## src/rtl/mux_scan_sequencer.sv

```systemverilog
// Scan sequencer for an external 8:1 mux: latches a word, walks the select lines across all
// eight inputs and streams the selected bit out over a valid/ready handshake.
module mux_scan_sequencer #(
    parameter int MSB_FIRST = 0,
    parameter int GAP       = 1
) (
    input  logic       clk,
    input  logic       rst,
    input  logic       load_valid,
    input  logic [7:0] load_data,
    output logic       load_ready,
    output logic [7:0] b,
    output logic [2:0] sel,
    input  logic       mux_o,
    output logic       bit_valid,
    input  logic       bit_ready,
    output logic       bit_out,
    output logic [2:0] bit_idx,
    output logic       frame_done
);

    localparam logic [2:0] START_IDX = (MSB_FIRST != 0) ? 3'd7 : 3'd0;
    localparam logic [2:0] END_IDX   = (MSB_FIRST != 0) ? 3'd0 : 3'd7;
    localparam logic [3:0] GAP_LAST  = (GAP > 0) ? 4'(GAP - 1) : 4'd0;

    typedef enum logic [1:0] {
        S_IDLE,
        S_SCAN,
        S_GAP
    } state_t;

    state_t     state;
    state_t     state_nxt;
    logic [7:0] word;
    logic [7:0] word_nxt;
    logic [2:0] idx;
    logic [2:0] idx_nxt;
    logic [2:0] idx_step;
    logic       last_bit;
    logic [3:0] gap_cnt;
    logic [3:0] gap_cnt_nxt;
    // Holds load_ready low for the first cycle after reset release.
    logic       armed;

    always_ff @(posedge clk or posedge rst) begin
        if (rst) begin
            state   <= S_IDLE;
            word    <= 8'd0;
            idx     <= START_IDX;
            gap_cnt <= 4'd0;
            armed   <= 1'b0;
        end else begin
            state   <= state_nxt;
            word    <= word_nxt;
            idx     <= idx_nxt;
            gap_cnt <= gap_cnt_nxt;
            armed   <= 1'b1;
        end
    end

    always_comb begin
        state_nxt   = state;
        word_nxt    = word;
        idx_nxt     = idx;
        gap_cnt_nxt = gap_cnt;
        load_ready  = 1'b0;
        bit_valid   = 1'b0;
        frame_done  = 1'b0;
        idx_step    = (MSB_FIRST != 0) ? (idx - 3'd1) : (idx + 3'd1);
        last_bit    = (idx == END_IDX);

        case (state)
            S_IDLE: begin
                load_ready = armed;
                if (load_valid && armed) begin
                    word_nxt  = load_data;
                    idx_nxt   = START_IDX;
                    state_nxt = S_SCAN;
                end
            end
            S_SCAN: begin
                bit_valid = 1'b1;
                if (bit_ready) begin
                    // The last index never steps, so the select cannot wrap inside a frame.
                    if (last_bit) begin
                        frame_done = 1'b1;
                        state_nxt  = (GAP > 0) ? S_GAP : S_IDLE;
                    end else begin
                        idx_nxt = idx_step;
                    end
                end
            end
            S_GAP: begin
                if (gap_cnt == GAP_LAST) begin
                    gap_cnt_nxt = 4'd0;
                    state_nxt   = S_IDLE;
                end else begin
                    gap_cnt_nxt = gap_cnt + 4'd1;
                end
            end
            default: begin
                state_nxt = S_IDLE;
            end
        endcase
    end

    assign b       = word;
    assign sel     = idx;
    assign bit_idx = idx;
    // Unregistered: the external mux path lands directly on this output.
    assign bit_out = mux_o;

endmodule
```

## config.mk

```make
export PLATFORM = sky130hd
export DESIGN_NAME = mux_scan_sequencer
export DESIGN_NICKNAME = d
export VERILOG_FILES = /design/src/rtl/mux_scan_sequencer.sv
export SDC_FILE = /design/constraint.sdc
export NUM_CORES = 1
export LEC_CHECK = 0
export CORE_UTILIZATION = 42
export CTS_CLUSTER_SIZE = 30
export DETAILED_ROUTE_END_ITERATION = 7
export PLACE_DENSITY = 0.77
export SYNTH_ARGS = -nofsm -noshare
export SYNTH_HDL_FRONTEND = slang
export SYNTH_SLANG_ARGS = --single-unit
```

## constraint.sdc

```tcl
create_clock -name clk -period 1.75 [get_ports clk]
set_input_delay 0.35 -clock clk [delete_from_list [all_inputs] [get_ports clk]]
set_output_delay 0.35 -clock clk [all_outputs]
set_load 0.05 [all_outputs]
```

==> results of run 1 <==
[final cells by class]
class                   count  area (µm²)  area share, %
repair buffers             33       312.8          25.91
inverters                   4       15.01          1.244
clock buffers               4       36.28          3.005
well taps                  25       31.28          2.591
flip-flops and latches     18       452.9          37.51
multi-input cells          37       359.1          29.74
[sequential cells by signal, summed over array words and instances, names as in the netlist]
name / cells
b: 8
gap_cnt: 4
bit_idx: 3
state: 2
armed: 1
[critical path: stages, from the launching register on]
cell	delay (ns)
dfrtp_2	0.41
ha_2	0.19
ha_4	0.17
nand3_4	0.08
nor2_4	0.04
buf_12	0.15
[per-layer routing]
layer  part of all wire [%]  wire length, µm  GRT usage, %
met3                    5.9               88         7.059
met1                     43              633         15.46
met5                      0                0             0
met2                     49              733         27.50
met4                    2.0               29         9.412
[cells in the final DEF, fill, tap and decap left out, drive strengths merged, types with 2 or more instances in the layout]
cell / n
ha: 4
o21ai: 3
clkbuf: 4
a22o: 2
clkdlybuf4s50: 11
nand2: 3
mux2i: 2
buf: 22
and4bb: 2
nor2: 2
mux2: 9
dfrtp: 18
inv: 4
[worst max-delay path by stage]
stage / from / to / slack, ns / cells after the start
after detailed placement: load_valid / b[2] / 0.08 / 4
after global routing: bit_idx[0] / frame_done / 0.01 / 5
after global placement: load_valid / b[1] / 0.10 / 4
after floorplan: bit_idx[2] / frame_done / -0.03 / 3
after CTS: bit_idx[0] / frame_done / 0.004 / 5
final: bit_idx[0] / frame_done / 0.06 / 5
[per-stage QoR]
step	instance area, µm²	util [%]
after global routing	1207	67.72
after floorplan	835.8	-
after global placement	1124	63.02
after detailed placement	1124	63.02
after CTS	1182	66.32
final	1207	67.72
[timing repair]
action                     4_1_cts  5_1_grt
buffers inserted                 2        0
setup endpoints to repair        1        1
gates resized for setup          2        4
[cell families after synthesis]
family	share of synthesized area [%]
flops	54.55
simple gates	10.30
mux	15.15
buf+inv	6.818
compound gates	5.606
fa+ha+maj	6.061
other cells	0.4541
xor+xnor	1.061
[power groups by stage]
stage / Combinational (mW) / Clock, mW / Sequential (mW)
6_report: 1.28 / 0.251 / 0.656
5_1_grt: 1.34 / 0.274 / 0.675
4_1_cts: 1.27 / 0.262 / 0.648
3_5_place_dp: 1.21 / 0 / 0.668
3_3_place_gp: 1.20 / 0 / 0.664
2_1_floorplan: 0.441 / 0 / 1.09
==> results.ini, run 1 <==
[logic_synthesis]
yosysSeqAreaShare_pct=54.55
syn_avg_cell_area_um2=12.90
yosysMostFrequentCell=dfrtp_1
synth.distinct_cells=25
synth_cells=64
synth_largest_area_cell=dfrtp_1
ys_seq_elements=18
netlist_area_um2=825.8
ys_warn_count=0
synth-async-reset-ratio_pct=100.0
synth_top_cells_by_count=dfrtp_1, mux2_2, buf_4, ha_1, inv_1
synth.area.top_cells=dfrtp_1, mux2_2, ha_1
synth-main-ff-cell=dfrtp_1
syn_nets=81
synth_edf_count=0
synth_top_area_share_pct=54.55

[timing]
hold_slack_ns=0.3635
slew_viol_final=0
period_minus_slack_ns=1.694
setup_violations=0
rsz0062_at_grt=false
setup_tns_ns=0
period_share_pct=96.80
skew_ns=0.002019
timing.fmax_ghz=0.5903
hold_viol=0
setup_slack_ns=0.05599

[pwr]
power.density_nw_per_um2=1810
p_leak_nw=0.5632
p_clk_share_pct=11.5
switching_share_pct=47.07
peakVddDrop_mv=1.256
internal_power_mw=1.156
total_switching_power_mw=1.028
total_power_mw=2.185
p_seq_share_pct=30.0
pwr-share-comb_pct=58.5

[place]
pre_cts_ws_ns=0.08129
portBuffers=28
gp_congestion=0.6819
hpwl_um=1108
dp.cells=115

[clocking]
clk_pin_slew_worst_paths_ns=0.10
cts.htree.levels=1
numClockSinks=18
cts_inserted_buffers=3
cts_tree=built
hold_buffers=0
root_buffer=clkbuf_4
worstSkewPairLatency_ns=0.29
ctsLongestPathBuffers=2

[routing]
drt.antenna.violating_nets=0
vias=581
detail_route.wirelength_um=1485
drc_errors=0
drt_first_iter_violations=2
routedWlPerCell_um=12.27
first_pass_iters=2
vias_per_cell=4.802

[worst_setup_path]
worst_setup_path_start_kind=register
crit_type=reg2out
rr_worst_depth=5
cp_data_required_time_ns=1.40
end_kind=output port
rrSetupSlack_ns=0.21
crit_path_max_fanout=3
r2r-start=bit_idx[0]
r2r_end=bit_idx[0]
arrival_ns=1.34

[global_routing]
overflow=0
antenna_found_initial=0
grt_use_total_pct=15.97
grt_pass1_vias=561
grt_max_degree=19
grt_pass1_wl_um=2270

[die]
io_pins=31
die_h_um=46.34
row_count=15
die_area_um2=2147
core_um2=1783
start_util_pct=46.32
die_w_um=46.34

[cells_and_area]
syn_to_final_growth_pct=46.21
fin_cells=121
nets=114
diodes=0
drive_above_1_share_pct=45.83
fill_cells=133

[hold_path]
hold_class=in2async

[job]
drv_cap=0

[status]
status=finished, final reports clean

Note: power is estimated with default switching activity, not from simulation.
==> run 2, diff against run 1 <==
--- a/config.mk
+++ b/config.mk
@@ -9,6 +9,7 @@
 export CTS_CLUSTER_SIZE = 30
 export DETAILED_ROUTE_END_ITERATION = 7
 export PLACE_DENSITY = 0.77
+export SKIP_CTS_REPAIR_TIMING = 1
 export SYNTH_ARGS = -nofsm -noshare
 export SYNTH_HDL_FRONTEND = slang
 export SYNTH_SLANG_ARGS = --single-unit
==> constraint.sdc (replaced) <==
create_clock -name clk -period 1.81 [get_ports clk]
set_input_delay 0.362 -clock clk [delete_from_list [all_inputs] [get_ports clk]]
set_output_delay 0.362 -clock clk [all_outputs]
set_load 0.05 [all_outputs]
==> run 2 against run 1 <==
Compared with the run above:
- combinational power is essentially flat
- final cell count grew 2.5%
- largest cell class unchanged
- sequential share of layout area shrank 0.82 points
- power shrank 1.4%
- critical path depth is the same
- first-iteration DRC count grew to 2.5 times the previous value
- sequential power shrank 3%
==> results.ini, run 2 (same netlist as run 1, synthesis figures left out) <==
[status]
status=finished, final reports clean

[die]
die_area_um2=2147
die_h_um=46.34
io_pins=31
row_count=15
core_um2=1783
die_w_um=46.34
start_util_pct=46.32

[global_routing]
grt_pass1_wl_um=2546
grt_max_degree=19
grt_pass1_vias=606
use_met2_pct=31.11
met1_usage_pct=19.11
overflow=0
met3_usage_pct=5.098
antenna_found_initial=0
busiest_layer=met2
grt_use_total_pct=17.50

[cells_and_area]
fill_cells=138
diodes=0
syn_to_final_growth_pct=48.64
largest_reg_flops=8
layout_common_cells=buf_4, dfrtp_1, clkdlybuf4s50_1
nets=117
fin_cells=124
stdcell_area_um2=1227
drive_above_1_share_pct=45.45
layout_commonest_cell=buf_4

[place]
portBuffers=28
hpwl_um=1195
pre_cts_ws_ns=0.1071
gp_congestion=0.6207
dp.cells=114
placed_area_um2=1114

[clocking]
root_buffer=clkbuf_4
ctsLongestPathBuffers=2
cts_inserted_buffers=3
numClockSinks=18
cts.htree.levels=1
cts_tree=built
clk_pin_slew_worst_paths_ns=0.10
worstSkewPairLatency_ns=0.29

[hold_path]
hold_class=in2async

[worst_setup_path]
crit_path_max_fanout=4
crit_type=reg2out
path_cells=ha_2 -> ha_4 -> nand3_4 -> nor2_4 -> buf_12
end_kind=output port
cp_data_required_time_ns=1.45
critPathBufInv=1
arrival_ns=1.43
path_delay_family=flip-flops
worst_setup_path_start_kind=register
critPathSlowestCell=dfrtp_1
slowest_delay_ns=0.41

[pwr]
total_power_mw=2.153
power.density_nw_per_um2=1754
p_leak_nw=0.5783
peakVddDrop_mv=1.067

[timing]
setup_slack_ns=0.01731
skew_ns=0.001525
timing.fmax_ghz=0.5578
hold_slack_ns=0.3887
slew_viol_final=0
rsz0062_at_grt=true
setup_violations=0
period_share_pct=99.04
hold_viol=0
period_minus_slack_ns=1.793

[routing]
vias=609
drt.antenna.violating_nets=0
vias_per_cell=4.911
routedWlPerCell_um=13.10
detail_route.wirelength_um=1625
drc_errors=0
first_pass_iters=3
drt_first_iter_violations=5

[job]
drv_cap=0

[run 2: metal layers]
metal	wire, µm	part of all wire [%]
met1	694	43
met2	836	51
met3	77	4.7
met4	17	1.0
met5	0	0
[run 2: where the power goes]
group          total, mW  switching (mW)  internal (mW)  leakage [nW]
clock network      0.246           0.123          0.122        0.0210
logic               1.27           0.785          0.485         0.332
registers          0.638           0.106          0.532         0.225
[run 2: area by class of cell]
type | count | area (µm²) | share of cell area, %
well taps | 25 | 31.28 | 2.548
clock buffers | 4 | 36.28 | 2.956
inverters | 4 | 15.01 | 1.223
repair buffers | 36 | 335.3 | 27.32
multi-input cells | 37 | 359.1 | 29.26
flip-flops and latches | 18 | 450.4 | 36.70
[run 2: worst register-to-register path: stages, from the launching register on]
cell	delay [ns]
dfrtp_1	0.43
ha_2	0.20
ha_4	0.17
buf_4	0.13
and4bb_2	0.35
nor2_2	0.07
mux2_2	0.26
[run 2: final timing paths]
kind | slack, ns | cells past startpoint | end | from
min | 0.39 | 3 | gap_cnt[3] | rst
max | 0.02 | 5 | frame_done | bit_idx[0]
max in group asynchronous | 1.23 | 3 | bit_idx[0] | rst
min reg2reg | 0.49 | 1 | gap_cnt[3] | gap_cnt[3]
max reg2reg | 0.11 | 6 | bit_idx[0] | bit_idx[0]
min in group clk | 0.49 | 1 | gap_cnt[3] | gap_cnt[3]
[run 2: per-stage QoR]
stage	util [%]	setup TNS [ns]
after floorplan	-	-0.1234
after global placement	62.46	0
after detailed placement	62.46	0
after CTS	64.49	-0.04484
final	68.84	0
after global routing	68.84	-0.06168
==> run 3, diff against run 2 <==
--- a/config.mk
+++ b/config.mk
@@ -8,7 +8,7 @@
 export CORE_UTILIZATION = 42
 export CTS_CLUSTER_SIZE = 30
 export DETAILED_ROUTE_END_ITERATION = 7
-export PLACE_DENSITY = 0.77
+export PLACE_DENSITY_LB_ADDON = 0.1
 export SKIP_CTS_REPAIR_TIMING = 1
 export SYNTH_ARGS = -nofsm -noshare
 export SYNTH_HDL_FRONTEND = slang
==> constraint.sdc (replaced) <==
create_clock -name clk -period 1.93 [get_ports clk]
set_input_delay 0.386 -clock clk [delete_from_list [all_inputs] [get_ports clk]]
set_output_delay 0.386 -clock clk [all_outputs]
set_load 0.05 [all_outputs]
==> run 3 against run 2 <==
Compared with the run above:
- flip-flop and latch count did not move
- clock power shrank 2%
- core utilization down 2.1 points
- routed wire length decreased by 3.3%
- combinational power fell by 9%
- global-route usage grew 0.067 points
- worst setup slack improved by 0.046 ns
- hold slack got worse by 0.095 ns
- via count is 4.9% lower
- final area fell by 3.1%
==> results.ini, run 3 (same netlist as run 1, synthesis figures left out) <==
[timing]
slew_viol_final=0
hold_slack_ns=0.2935
period_share_pct=96.73
hold_viol=0
tightest_slew_ns=0.5202
skew_ns=0.004508
timing.fmax_ghz=0.5356
slew_headroom_pct=65.21
setup_violations=0
setup_slack_ns=0.06307
period_minus_slack_ns=1.867

[die]
io_pins=31
row_count=15
die_h_um=46.34
die_w_um=46.34
core_um2=1783
die_area_um2=2147
start_util_pct=46.32

[cells_and_area]
layout_common_cells=clkdlybuf4s50_1, dfrtp_1, buf_4
drive_above_1_share_pct=30.53
syn_to_final_growth_pct=44.09
nets=113
utilization_pct=66.74
layout_commonest_cell=clkdlybuf4s50_1
diodes=0
largest_reg_flops=8

[worst_setup_path]
arrival_ns=1.48
cp_data_required_time_ns=1.54
path_cells=clkdlybuf4s50_1
end_kind=output port
crit_path_max_fanout=2
worst_setup_path_start_kind=register
crit_type=reg2out
path_delay_family=buffers and inverters
slowest_delay_ns=0.82
critPathSlowestCell=clkdlybuf4s50_1
critPathBufInv=1

[clocking]
worstSkewPairLatency_ns=0.30
root_buffer=clkbuf_4
clk_pin_slew_worst_paths_ns=0.11
ctsLongestPathBuffers=2
cts_inserted_buffers=3
cts.htree.levels=1
numClockSinks=18
cts_tree=built

[place]
portBuffers=28
gp_congestion=0.6734
pre_cts_ws_ns=0.2196
hpwl_um=1148

[routing]
drt_first_iter_violations=5
routedWlPerCell_um=13.10
vias=579
detail_route.wirelength_um=1572
drt.antenna.violating_nets=0
first_pass_iters=3
vias_per_cell=4.825
drc_errors=0

[pwr]
p_leak_nw=0.5619
peakVddDrop_mv=1.107
power.density_nw_per_um2=1657
total_power_mw=1.971

[global_routing]
grt_pass1_wl_um=2484
antenna_found_initial=0
use_met2_pct=26.39
overflow=0
busiest_layer=met2
grt_pass1_vias=542
met3_usage_pct=4.706
grt_max_degree=13
grt_use_total_pct=17.57
met1_usage_pct=21.53

[hold_path]
hold_class=in2async

[job]
drv_cap=0

[status]
status=finished, final reports clean

==> run 3: cell type report <==
cell class              instances  area (µm²)
clock buffers                   4       36.28
fillers                       151       593.1
inverters                       4       15.01
multi-input cells              37       326.6
flip-flops and latches         18       450.4
well taps                      25       31.28
repair buffers                 32       330.3
==> run 3: where the power goes <==
part	internal [mW]	total, mW	switching (mW)	leakage, nW
Clock	0.115	0.240	0.125	0.0210
Sequential	0.499	0.579	0.0803	0.225
Combinational	0.433	1.15	0.719	0.316
Total	1.05	1.97	0.925	0.562
==> run 3: final timing paths <==
path | from | to | slack, ns | cells past startpoint
hold / removal | rst | bit_idx[0] | 0.29 | 2
setup / recovery | b[7] | b[7] | 0.06 | 1
max in group asynchronous | rst | gap_cnt[1] | 1.19 | 3
hold reg to reg | gap_cnt[3] | gap_cnt[3] | 0.49 | 1
min in group clk | gap_cnt[3] | gap_cnt[3] | 0.49 | 1
setup reg to reg | bit_idx[1] | bit_idx[0] | 0.35 | 5
==> run 3: per-layer routing <==
layer | share of wire [%] | wire length [µm]
met5 | 0 | 0
met4 | 2.8 | 44
met3 | 3.7 | 58
met2 | 50 | 784
met1 | 44 | 684
==> run 3: per-stage QoR <==
stage	instance area [µm²]	TNS, ns	std cells
after floorplan	833.3	-0.02741	64
after detailed placement	1136	0	114
final	1190	0	120
after global placement	1136	0	114
after CTS	1172	-0.007236	118
after global routing	1190	-0.006854	120
==> RTL change 1 (settings of run 1) <==
The 3 states of `state_t` get a one-hot encoding in 3 bits.
--- a/src/rtl/mux_scan_sequencer.sv
+++ b/src/rtl/mux_scan_sequencer.sv
@@ -23,10 +23,10 @@
     localparam logic [2:0] END_IDX   = (MSB_FIRST != 0) ? 3'd0 : 3'd7;
     localparam logic [3:0] GAP_LAST  = (GAP > 0) ? 4'(GAP - 1) : 4'd0;
 
-    typedef enum logic [1:0] {
-        S_IDLE,
-        S_SCAN,
-        S_GAP
+    typedef enum logic [2:0] {
+        S_IDLE = 3'b001,
+        S_SCAN = 3'b010,
+        S_GAP  = 3'b100
     } state_t;
 
     state_t     state;
Check against the original RTL: same outputs for any inputs over 10 cycles, from zero or initial values and one cycle with rst high; not proved beyond that.
==> RTL change 1 against run 1 <==
Global-route usage is 0.70 points lower. Highest routed layer unchanged. Largest cell class unchanged. Critical endpoint unchanged. Setup slack worse by 0.016 ns. Power is 5.0% lower. Design area is 8.4% higher. Sequential cell count is 1 higher. Synthesized area is 9.1% higher. Wire length is 9.6% higher. Fmax is 0.95% lower. Critical path depth stayed put. Register-to-register slack better by 0.06 ns. Hold slack worse by 0.041 ns. Core utilization is 1.7 points lower. Non-clock buffer count is 2 higher.
==> RTL change 1: results (changes against run 1) <==
status: "completed"  # unchanged
dp_worst_setup_slack_ns: 0.180  # was 0.0813 ns
synthMuxAreaShare: 0.157  # was 0.152
dr.pass1.iters: 4  # was 2
placed_cell_area_um2: 1210  # was 1120 um2
irDropWorstVdd_mv: 1.26  # about the same
cp.arrival_ns: 1.36  # was 1.34 ns
ys_top_cells_by_count: "18 x dfrtp_1, 8 x mux2_4, 5 x inv_1, 5 x nand2_1"  # was 18 x dfrtp_1, 8 x mux2_2, 4 x buf_4, 4 x ha_1, 4 x inv_1
grt_pass1_vias: 609  # was 561
synth.avg_cell_area_um2: 13.2  # was 12.9 um2
critPathMaxFanout: 2  # was 3
drive_above_1_share: 0.437  # was 0.458
grt_max_degree: 12  # was 19
wl_per_cell_um: 12.5  # was 12.3 um
power_leakage_nw: 0.643  # was 0.563 nW
via_count: 616  # was 581
synth_area_leaders: "dfrtp_1 50%, mux2_4 13%, ha_1 5.6%"  # was dfrtp_1 55%, mux2_2 11%, ha_1 6.1%
drt_iter0_drc: 16  # was 2
synth_nets: 85  # was 81
gr-usage-all-layers: 0.153  # was 0.160
grt_pass1_wl_mm: 2.76  # was 2.27 mm
yosysSeqAreaShare: 0.529  # was 0.545
gp_congestion: 0.786  # was 0.682
via_per_inst: 4.74  # was 4.80
skew_ns: 0.00934  # was 0.00202 ns
worst_path_max_delay_cell: "dfrtp_1"  # was dfrtp_2
RTL change 1: worst max-delay path, delay by kind of cell, from the launching register on:
kind	cells	cell delay [ns]
flops	1	0.41
buf+inv	2	0.24
simple gates	1	0.06
fa+ha+maj	2	0.37
RTL change 1: final cells by class:
cell class	instances	area share
Clock buffer	4	0.0201
Multi-Input combinational cell	40	0.313
Sequential cell	19	0.364
Inverter	5	0.0172
Tap cell	27	0.0258
Timing Repair Buffer	35	0.260
RTL change 1: cell families (layout without fill, tap and decap cells):
| family | Yosys count | count (layout) |
|---|---|---|
| buffers and inverters | 9 | 44 |
| DFF | 19 | 19 |
| AOI/OAI and AO/OA | 11 | 11 |
| other | 1 | 1 |
| xor gates and xnor gates | 1 | 1 |
| adders and majority gates | 4 | 4 |
| muxes | 10 | 10 |
| and+or+nand+nor | 13 | 13 |
RTL change 1: metal layers:
layer	wire length, um	track usage	part of all wire
met1	718	0.206	0.44
met3	72	0.0314	0.044
met4	6	0.0490	0.0037
met2	831	0.246	0.51
met5	0	0	0
RTL change 1: through the flow:
stage	power, mW	util
3_3_place_gp	1.79	0.613
4_1_cts	2.05	0.643
6_report	2.08	0.660
3_5_place_dp	1.80	0.613
2_1_floorplan	1.49	-
5_1_grt	2.19	0.660
RTL change 1: final timing paths:
path / startpoint / slack (ns) / cells after the start / end
worst max register to register: bit_idx[0]$_DFFE_PP0P_ / 0.27 / 6 / bit_idx[0]$_DFFE_PP0P_
worst min-delay path: rst / 0.32 / 2 / b[1]$_DFFE_PP0P_
min in group clk: gap_cnt[3]$_DFFE_PP0N_ / 0.48 / 1 / gap_cnt[3]$_DFFE_PP0N_
worst min register to register: gap_cnt[3]$_DFFE_PP0N_ / 0.48 / 1 / gap_cnt[3]$_DFFE_PP0N_
max in group asynchronous: rst / 0.95 / 3 / state[0]$_DFFE_PP1P_
worst max-delay path: bit_idx[0]$_DFFE_PP0P_ / 0.04 / 5 / frame_done
RTL change 1: repair_timing:
action | CTS | global route
setup buffers | 4 | 2
gates resized for setup | 1 | 3
hold buffers | 0 | 0
setup endpoints to repair | 1 | 2
pin swaps | 1 | 1
RTL change 1: power breakdown:
part	leakage, nW	internal, mW	switching (mW)
clock	0.0150	0.0883	0.122
combinational	0.387	0.493	0.699
sequential	0.241	0.578	0.0954
==> RTL change 2 (flow settings as in run 1) <==
Without the edit above. `MSB_FIRST`: 0 -> 1.
--- a/src/rtl/mux_scan_sequencer.sv
+++ b/src/rtl/mux_scan_sequencer.sv
@@ -1,7 +1,7 @@
 // Scan sequencer for an external 8:1 mux: latches a word, walks the select lines across all
 // eight inputs and streams the selected bit out over a valid/ready handshake.
 module mux_scan_sequencer #(
-    parameter int MSB_FIRST = 0,
+    parameter int MSB_FIRST = 1,
     parameter int GAP       = 1
 ) (
     input  logic       clk,
Behaviour: not the same (Yosys sat finds a counterexample within 4 cycles, from zero or initial values and one cycle with rst high).
==> RTL change 2 against run 1 <==
Design area increased by 11%. Wire length is 7.7% higher. Synthesized cell count rose by 16%. Sequential share of layout area down 3.3 points. Clock skew up 0.0046 ns. Critical endpoint unchanged. Sequential power increased by 4.1%. Global-route usage grew 0.93 points. Synthesized area increased by 5.0%. Sequential cell count unchanged. Setup slack gained 0.0098 ns. Count of clock-buffer cells in the layout unchanged. Power grew 20%. First-iteration DRC count increased by 50%.
==> RTL change 2: results (changes against run 1) <==
power_combinational_mw: 1.68  # was 1.28 mW
met1Wirelength_um: 667  # was 633 um
status: "completed"  # unchanged
worst_path_max_delay_cell: "dfstp_2"  # was dfrtp_2
synth_area_leaders: "dfrtp_1 43%, mux2_2 10%, dfstp_2 9.1%"  # was dfrtp_1 55%, mux2_2 11%, ha_1 6.1%
cts_root_buffer: "clkbuf_4"  # unchanged
drive_above_1_share: 0.444  # was 0.458
drt_iter0_drc: 3  # was 2
dp_worst_setup_slack_ns: 0.0271  # was 0.0813 ns
ys_types: 28  # was 25
diodes: 0  # unchanged
cts_buffers: 3  # unchanged
yosysSeqAreaShare: 0.524  # was 0.545
cp.arrival_ns: 1.33
wl_per_cell_um: 11.9  # was 12.3 um
r2r_slack_ns: 0.19  # was 0.21 ns
p_sw_mw: 1.17  # was 1.03 mW
clk_path_buf_depth: 2  # unchanged
grt_pass1_wl_mm: 2.53  # was 2.27 mm
irDropWorstVdd_mv: 1.43  # was 1.26 mV
skew_ns: 0.00663  # was 0.00202 ns
use_met1: 0.210  # was 0.155
power.share.clock: 0.097  # was 0.115
grt_util_met2: 0.258  # was 0.275
yosys_warnings: 0  # unchanged
fillers: 148  # was 133
nets: 126  # was 114
critPathMaxFanout: 3  # unchanged
clock_latency_ns: 0.29  # about the same
grt_pass1_vias: 617  # was 561
met3WireLength_um: 94  # was 88 um
clkTransAtPathRegs_ns: 0.11
top_layer_used: "met4"  # unchanged
dp_hpwl_mm: 1.16  # was 1.11 mm
ys_top_cells_by_count: "15 x dfrtp_1, 8 x mux2_2, 6 x inv_1"  # was 18 x dfrtp_1, 8 x mux2_2, 4 x buf_4, 4 x ha_1, 4 x inv_1
gr-usage-all-layers: 0.169  # was 0.160
hold_slack_ns: 0.372  # was 0.363 ns
synth_nets: 91  # was 81
grt_max_degree: 19  # unchanged
r2r-end: "b[2]$_DFFE_PP0P_"  # was bit_idx[0]$_DFFE_PP0P_
max_stage_delay_ns: 0.55  # was 0.41 ns
async_reset_ff_frac: 1.00  # unchanged
power_leakage_nw: 0.628  # was 0.563 nW
min_path_type: "input pin to asynchronous set/reset pin"  # unchanged
reg2reg_depth: 3  # was 5
antenna_found_initial: 0  # unchanged
dr.pass1.iters: 2  # unchanged
p_int_mw: 1.44  # was 1.16 mW
wirelength_mm: 1.60  # was 1.49 mm
dp.cells: 126  # was 115
global_route.usage.met3: 0.0566  # was 0.0706
largest_reg_flops: 8  # unchanged
r2r_start: "state[1]$_DFFE_PP0P_"  # was bit_idx[0]$_DFFE_PP0P_
via_per_inst: 4.76  # was 4.80
syn_inst: 74  # was 64
wl_met2_um: 827  # was 733 um
gp_congestion: 0.732  # was 0.682
[RTL change 2: cell type report]
class / count / area [um2] / area share
sequential: 18 / 457 / 0.342
clock buffer: 4 / 36.3 / 0.0272
tap: 27 / 33.8 / 0.0253
timing repair buffer: 35 / 403 / 0.301
inverter: 6 / 22.5 / 0.0169
multi-input combinational: 45 / 384 / 0.287
[RTL change 2: repair_timing]
item                       4_1_cts  5_1_grt
gates resized for setup          4        3
setup endpoints to repair        1        1
buffers inserted                 3        2
[RTL change 2: kinds of logic (layout without fill, tap and decap cells)]
group,count (synthesis),in the layout,share of synthesized area
and+or+nand+nor,18,18,0.118
muxes,10,10,0.127
AOI/OAI and AO/OA,11,11,0.0851
xor gates and xnor gates,1,1,0.0101
buffers and inverters,11,45,0.0736
adders and majority gates,4,4,0.0577
other,1,1,0.00432
DFF,18,18,0.524
[RTL change 2: worst max path at each step]
stage               depth (start not counted)                    from               end
floorplan                                   3    state[0]$_DFFE_PP0P_        frame_done
global placement                            3              load_valid  b[4]$_DFFE_PP0P_
detailed placement                          3              load_valid  b[7]$_DFFE_PP0P_
CTS                                         5  bit_idx[0]$_DFFE_PP1P_        frame_done
global route                                5  bit_idx[1]$_DFFE_PP1P_        frame_done
finish                                      5  bit_idx[1]$_DFFE_PP1P_        frame_done
[RTL change 2: stage by stage]
| step | cell area, um2 | TNS, ns |
|---|---|---|
| after floorplan | 877 | -0.161 |
| after global placement | 1230 | 0 |
| after detailed placement | 1230 | 0 |
| after CTS | 1300 | 0 |
| after global routing | 1340 | 0 |
| final | 1340 | 0 |
[RTL change 2: critical path: cells and delay by family (launching register included)]
kind                       cells  cell delay, ns
DFF                            1            0.55
buffers and inverters          2            0.21
adders and majority gates      1            0.17
and+or+nand+nor                2            0.10
